[src/rtl/mbank_port_arbiter.sv]
`timescale 1ns/1ps
// Purpose: two-port arbiter/sequencer in front of one single-port multi-bank SPRAM.
// Latency: ready is combinational in IDLE (cycle T); mem_en T+1..T+LAT; rsp_valid pulse at T+LAT+1.
// Backpressure: only the selected valid port sees ready, and only in IDLE; others simply hold valid.
//
// Ports: clk/rst (async active-high); p0_*/p1_* valid-ready request (we/addr/wdata) plus
// rsp_valid pulse and held rdata per port; mem_* drive the SPRAM while a transaction runs,
// mem_dout returns read data; busy flags RUN or DONE.
// Build option: define MBARB_FIXED_PRIO_EN to make port 0 win every tie (no round-robin).
module mbank_port_arbiter #(
  parameter int WRITE_LATENCY = 2,
  parameter int READ_LATENCY  = 2,
  parameter int ADDR_W        = 5,
  parameter int DATA_W        = 8
) (
  input  logic              clk,
  input  logic              rst,
  input  logic              p0_valid,
  output logic              p0_ready,
  input  logic              p0_we,
  input  logic [ADDR_W-1:0] p0_addr,
  input  logic [DATA_W-1:0] p0_wdata,
  output logic              p0_rsp_valid,
  output logic [DATA_W-1:0] p0_rdata,
  input  logic              p1_valid,
  output logic              p1_ready,
  input  logic              p1_we,
  input  logic [ADDR_W-1:0] p1_addr,
  input  logic [DATA_W-1:0] p1_wdata,
  output logic              p1_rsp_valid,
  output logic [DATA_W-1:0] p1_rdata,
  output logic              mem_en,
  output logic              mem_we,
  output logic [ADDR_W-1:0] mem_addr,
  output logic [DATA_W-1:0] mem_din,
  input  logic [DATA_W-1:0] mem_dout,
  output logic              busy
);

  typedef enum logic [1:0] {
    IDLE = 2'd0,
    RUN  = 2'd1,
    DONE = 2'd2
  } state_t;

  // Count of the final enable cycle for each access type.
  localparam logic [3:0] WR_LAST = 4'(WRITE_LATENCY - 1);
  localparam logic [3:0] RD_LAST = 4'(READ_LATENCY - 1);

  state_t            state;
  state_t            state_nxt;
  logic [3:0]        count;
  logic              last_grant;
  logic              gnt;
  logic              lat_we;
  logic [ADDR_W-1:0] lat_addr;
  logic [DATA_W-1:0] lat_wdata;

  logic              sel_port;
  logic              accept;
  logic              run_last;

  // Port selection among valid requesters.
  always_comb begin
`ifdef MBARB_FIXED_PRIO_EN
    sel_port = ~p0_valid;
`else
    if (p0_valid && p1_valid) begin
      sel_port = ~last_grant;
    end else begin
      sel_port = ~p0_valid;
    end
`endif
  end

  assign run_last = (count == (lat_we ? WR_LAST : RD_LAST));
  assign accept   = p0_ready | p1_ready;

  // Next state and all non-data outputs. Ready is gated by rst so every
  // output reads 0 while reset is held.
  always_comb begin
    state_nxt    = state;
    p0_ready     = 1'b0;
    p1_ready     = 1'b0;
    p0_rsp_valid = 1'b0;
    p1_rsp_valid = 1'b0;
    mem_en       = 1'b0;
    mem_we       = 1'b0;
    mem_addr     = '0;
    mem_din      = '0;
    busy         = 1'b0;
    case (state)
      IDLE: begin
        if (!rst && (p0_valid || p1_valid)) begin
          p0_ready  = ~sel_port;
          p1_ready  = sel_port;
          state_nxt = RUN;
        end
      end
      RUN: begin
        mem_en   = 1'b1;
        mem_we   = lat_we;
        mem_addr = lat_addr;
        mem_din  = lat_wdata;
        busy     = 1'b1;
        if (run_last) begin
          state_nxt = DONE;
        end
      end
      DONE: begin
        busy         = 1'b1;
        p0_rsp_valid = ~gnt;
        p1_rsp_valid = gnt;
        state_nxt    = IDLE;
      end
      default: begin
        state_nxt = IDLE;
      end
    endcase
  end

  always_ff @(posedge clk or posedge rst) begin
    if (rst) begin
      state <= IDLE;
    end else begin
      state <= state_nxt;
    end
  end

  // Request capture: the requester is free to change its inputs after acceptance.
  always_ff @(posedge clk or posedge rst) begin
    if (rst) begin
      last_grant <= 1'b1;
      gnt        <= 1'b0;
      lat_we     <= 1'b0;
      lat_addr   <= '0;
      lat_wdata  <= '0;
    end else if (accept) begin
      last_grant <= p1_ready;
      gnt        <= p1_ready;
      lat_we     <= p1_ready ? p1_we    : p0_we;
      lat_addr   <= p1_ready ? p1_addr  : p0_addr;
      lat_wdata  <= p1_ready ? p1_wdata : p0_wdata;
    end
  end

  always_ff @(posedge clk or posedge rst) begin
    if (rst) begin
      count <= '0;
    end else if (state == RUN) begin
      count <= count + 4'd1;
    end else begin
      count <= '0;
    end
  end

  // Read data is valid on the last enable cycle; only the granted port's
  // copy is updated, the other keeps its previous read value.
  always_ff @(posedge clk or posedge rst) begin
    if (rst) begin
      p0_rdata <= '0;
      p1_rdata <= '0;
    end else if (state == RUN && !lat_we && count == RD_LAST) begin
      if (gnt) begin
        p1_rdata <= mem_dout;
      end else begin
        p0_rdata <= mem_dout;
      end
    end
  end

endmodule

[config.mk]
export PLATFORM = sky130hd
export DESIGN_NAME = mbank_port_arbiter
export DESIGN_NICKNAME = d
export VERILOG_FILES = /design/src/rtl/mbank_port_arbiter.sv
export SDC_FILE = /design/constraint.sdc
export NUM_CORES = 1
export LEC_CHECK = 0
export ABC_CLOCK_PERIOD_IN_PS = 1700
export CORE_ASPECT_RATIO = 0.7
export CORE_UTILIZATION = 30
export CTS_CLUSTER_SIZE = 12
export DETAILED_ROUTE_END_ITERATION = 8
export GPL_TIMING_DRIVEN = 0
export HOLD_SLACK_MARGIN = 0.08
export PLACE_DENSITY = 0.59
export SETUP_SLACK_MARGIN = 0.3
export SLEW_MARGIN = 20
export SYNTH_ARGS = -nofsm -noshare
export SYNTH_HDL_FRONTEND = slang
export SYNTH_SLANG_ARGS = --single-unit
[constraint.sdc]
create_clock -name clk -period 1.7 [get_ports clk]
set_input_delay 0.51 -clock clk [delete_from_list [all_inputs] [get_ports clk]]
set_output_delay 0.51 -clock clk [all_outputs]
set_load 0.02 [all_outputs]
==> out/metrics.csv <==
metric;value;unit
remaining antenna violation count after routing;0;
RSZ-0062 raised after global routing;true;
Setup-failing EPs final;45;
clock sink count;38;
Die X;94.79;µm
Clk Latency, worst-skew pair;0.29;ns
r2r endpoint;lat_addr[4];
die area;0.006346;mm²
Synth Area in XOR/XNOR;0.009689;
initial antenna violation count;0;
Mapped Area;0.001808;mm²
H-tree depth;2;
drt drc;0;
Slew @ Worst Pin;0.2863;ns
setup TNS;-9.274;ns
clk slew on worst S/H paths;0.08;ns
layout cell share with drive strength beyond 1;0.5489;
Register-to-Register Path Depth;10;
Overall Power;5.797;mW
crit path DAT;1.57;ns
clk_skew;0.006970;ns
Yosys warning count;0;
worst-path fanout max;3;
Cells after Synth;145;
power per cell area;1690;mW/mm²
total number of vias;1628;
Initial Util;0.3141;
Synth area leaders;dfrtp_1 (51%), mux2_2 (10%), a221o_1 (7.8%);
simple-gate share of the synthesized area;0.1176;
HPWL after DPL;3326;µm
total wire length;5629;µm
Area Overhead vs Synth;89.76;%
Yosys top cell by area;dfrtp_1;
wire per inst;16.51;µm
Ports;76;
most frequent cells after synthesis;dfrtp_1 (37), and2_1 (17), mux2_2 (16);
most numerous cell in the Yosys netlist;dfrtp_1;
# diodes;0;
Compound-Gate Fraction of Synth Area;0.1647;
vias in the first global route;1590;
Synth Area in Adders;0.04152;
Row Count;23;
min Tclk post-route;2.076;ns
number of flops mapped to enable cells by yosys;0;
max-slew violations;0;
async set-reset flop share out of synthesis;1.000;
Clock Tree Buf Depth;2;
reg-to-reg startpoint;state[0];
Yosys cell types;28;
flop-to-flop setup slack;-0.21;ns
Port Buf Inserts;75;
Worst setup EP type;primary output;
Slew HR;0.8089;
global-route wire length before repair;8280;µm
Top FF cell, synth;dfrtp_1;
Period Utilization, post-route;1.221;
worst setup margin;-0.3756;ns
core area;0.005756;mm²
Root Driver;clkbuf_8;
initial drt markers;26;
count of state elements after synthesis;38;
CTS tree;built;
GR Util All Layers;0.1762;
main combinational cell family by area after synthesis;compound AO/OA/AOI/OAI gates;
CP required;1.19;ns
Worst VDD drop;0.5692;mV
grt ovf;0;
mean post-synth cell area;12.47;µm²
Final nets;311;
pin count of the biggest net entering global routing;31;
max_cap viols;0;
status;finished, violations left;
post-synthesis net count;191;
Chip Height;66.95;µm
GPL Wtd Cong;0.7279;
fmax;0.4818;GHz
Hold Vio Cnt, Final;0;
post-synthesis sequential area ratio;0.5266;
share of the synthesized area in the top cell type;0.5121;
failing checks;setup timing;
Pre-Repair DR Iteration Count;4;
Vias/cell;4.774;
crit start category;flop;
CP Class;reg -> out;
type of the worst min-delay path;in -> async;
CTS buffer count;5;
multiplexer share of the synthesized area;0.1059;
static leakage;1.620;nW
## cell type report
class | instances | area [µm²]
fill | 491 | 2325
timing repair buffer | 113 | 1141
multi-input combinational | 94 | 1007
sequential | 38 | 952.2
buffer | 9 | 112.6
tap | 75 | 93.84
clock buffer | 5 | 68.82
clock inverter | 3 | 40.04
inverter | 4 | 15.01
## layout by cell type, fill, tap and decap left out, drive strengths merged, types with 2 or more instances in the layout
master,instances
clkdlybuf4s50,36
mux2,17
buf,80
nand2b,2
nor2b,4
o21a,14
dfrtp,37
nand3,2
dlygate4sd2,3
clkinv,2
clkbuf,8
a221o,14
inv,4
a21oi,2
and3,2
nor2,3
ha,6
and2,17
o21ba,2
## repair_timing
item	in CTS	in global routing
setup buffers	20	13
endpoints found under the setup margin	70	56
resized for setup	247	30
cloned	3	1
pin swaps	10	7
hold buffers	0	0
## metal layers
metal / vias up / global-route usage / routed length (µm)
li1: 765 / - / -
met1: 823 / 0.2546 / 2706
met2: 34 / 0.2626 / 2685
met3: 6 / 0.03653 / 200
met4: 0 / 0.05114 / 36
met5: - / 0 / 0
## worst max-delay path by stage
stage	start	endpoint	slack (ns)	cells after the start
final	state[1]	p0_ready	-0.38	7
after detailed placement	rst	p0_ready	-1.01	6
after global placement	rst	p0_ready	-0.98	6
after CTS	state[0]	p0_ready	-0.38	7
after global routing	state[1]	p0_ready	-0.46	7
after floorplan	state[1]	mem_addr[4]	0.05	4
## power breakdown
part	switching [mW]	internal, mW
Combinational	1.42	2.05
Sequential	0.245	1.32
Clock	0.335	0.432
## cell families (layout without fill, tap and decap cells)
group / after synthesis / after routing
buffers and inverters: 13 / 134
muxes: 17 / 17
xor gates and xnor gates: 2 / 2
DFF: 38 / 38
and+or+nand+nor: 34 / 34
AOI/OAI and AO/OA: 35 / 35
adders and majority gates: 6 / 6
## critical path, stage by stage (launching register included)
cell	delay [ns]
dfrtp_1	0.39
inv_2	0.11
ha_4	0.14
nor2b_4	0.14
and3_4	0.18
buf_6	0.11
buf_8	0.10
buf_6	0.10
## flip-flops by register name, indices dropped and copies added, names as in the netlist
signal and count:
count 4, gnt 1, last_grant 1, lat_addr 5
lat_wdata 8, lat_we 1, p0_rdata 8, p1_rdata 8
state 2
## metrics by stage
step                  util  instances  instance area (µm²)  setup slack [ns]  hold WS, ns
finish              0.5961        341                 3431           -0.3756       0.3564
global route        0.5961        341                 3431           -0.4619       0.3836
CTS                 0.5567        327                 3204           -0.3825       0.3593
detailed placement  0.4759        296                 2739            -1.005       0.4921
global placement    0.4724        295                 2719           -0.9760       0.4796
floorplan                -        145                 1874           0.05497       0.4571
Power figures use the tool's default switching activity.
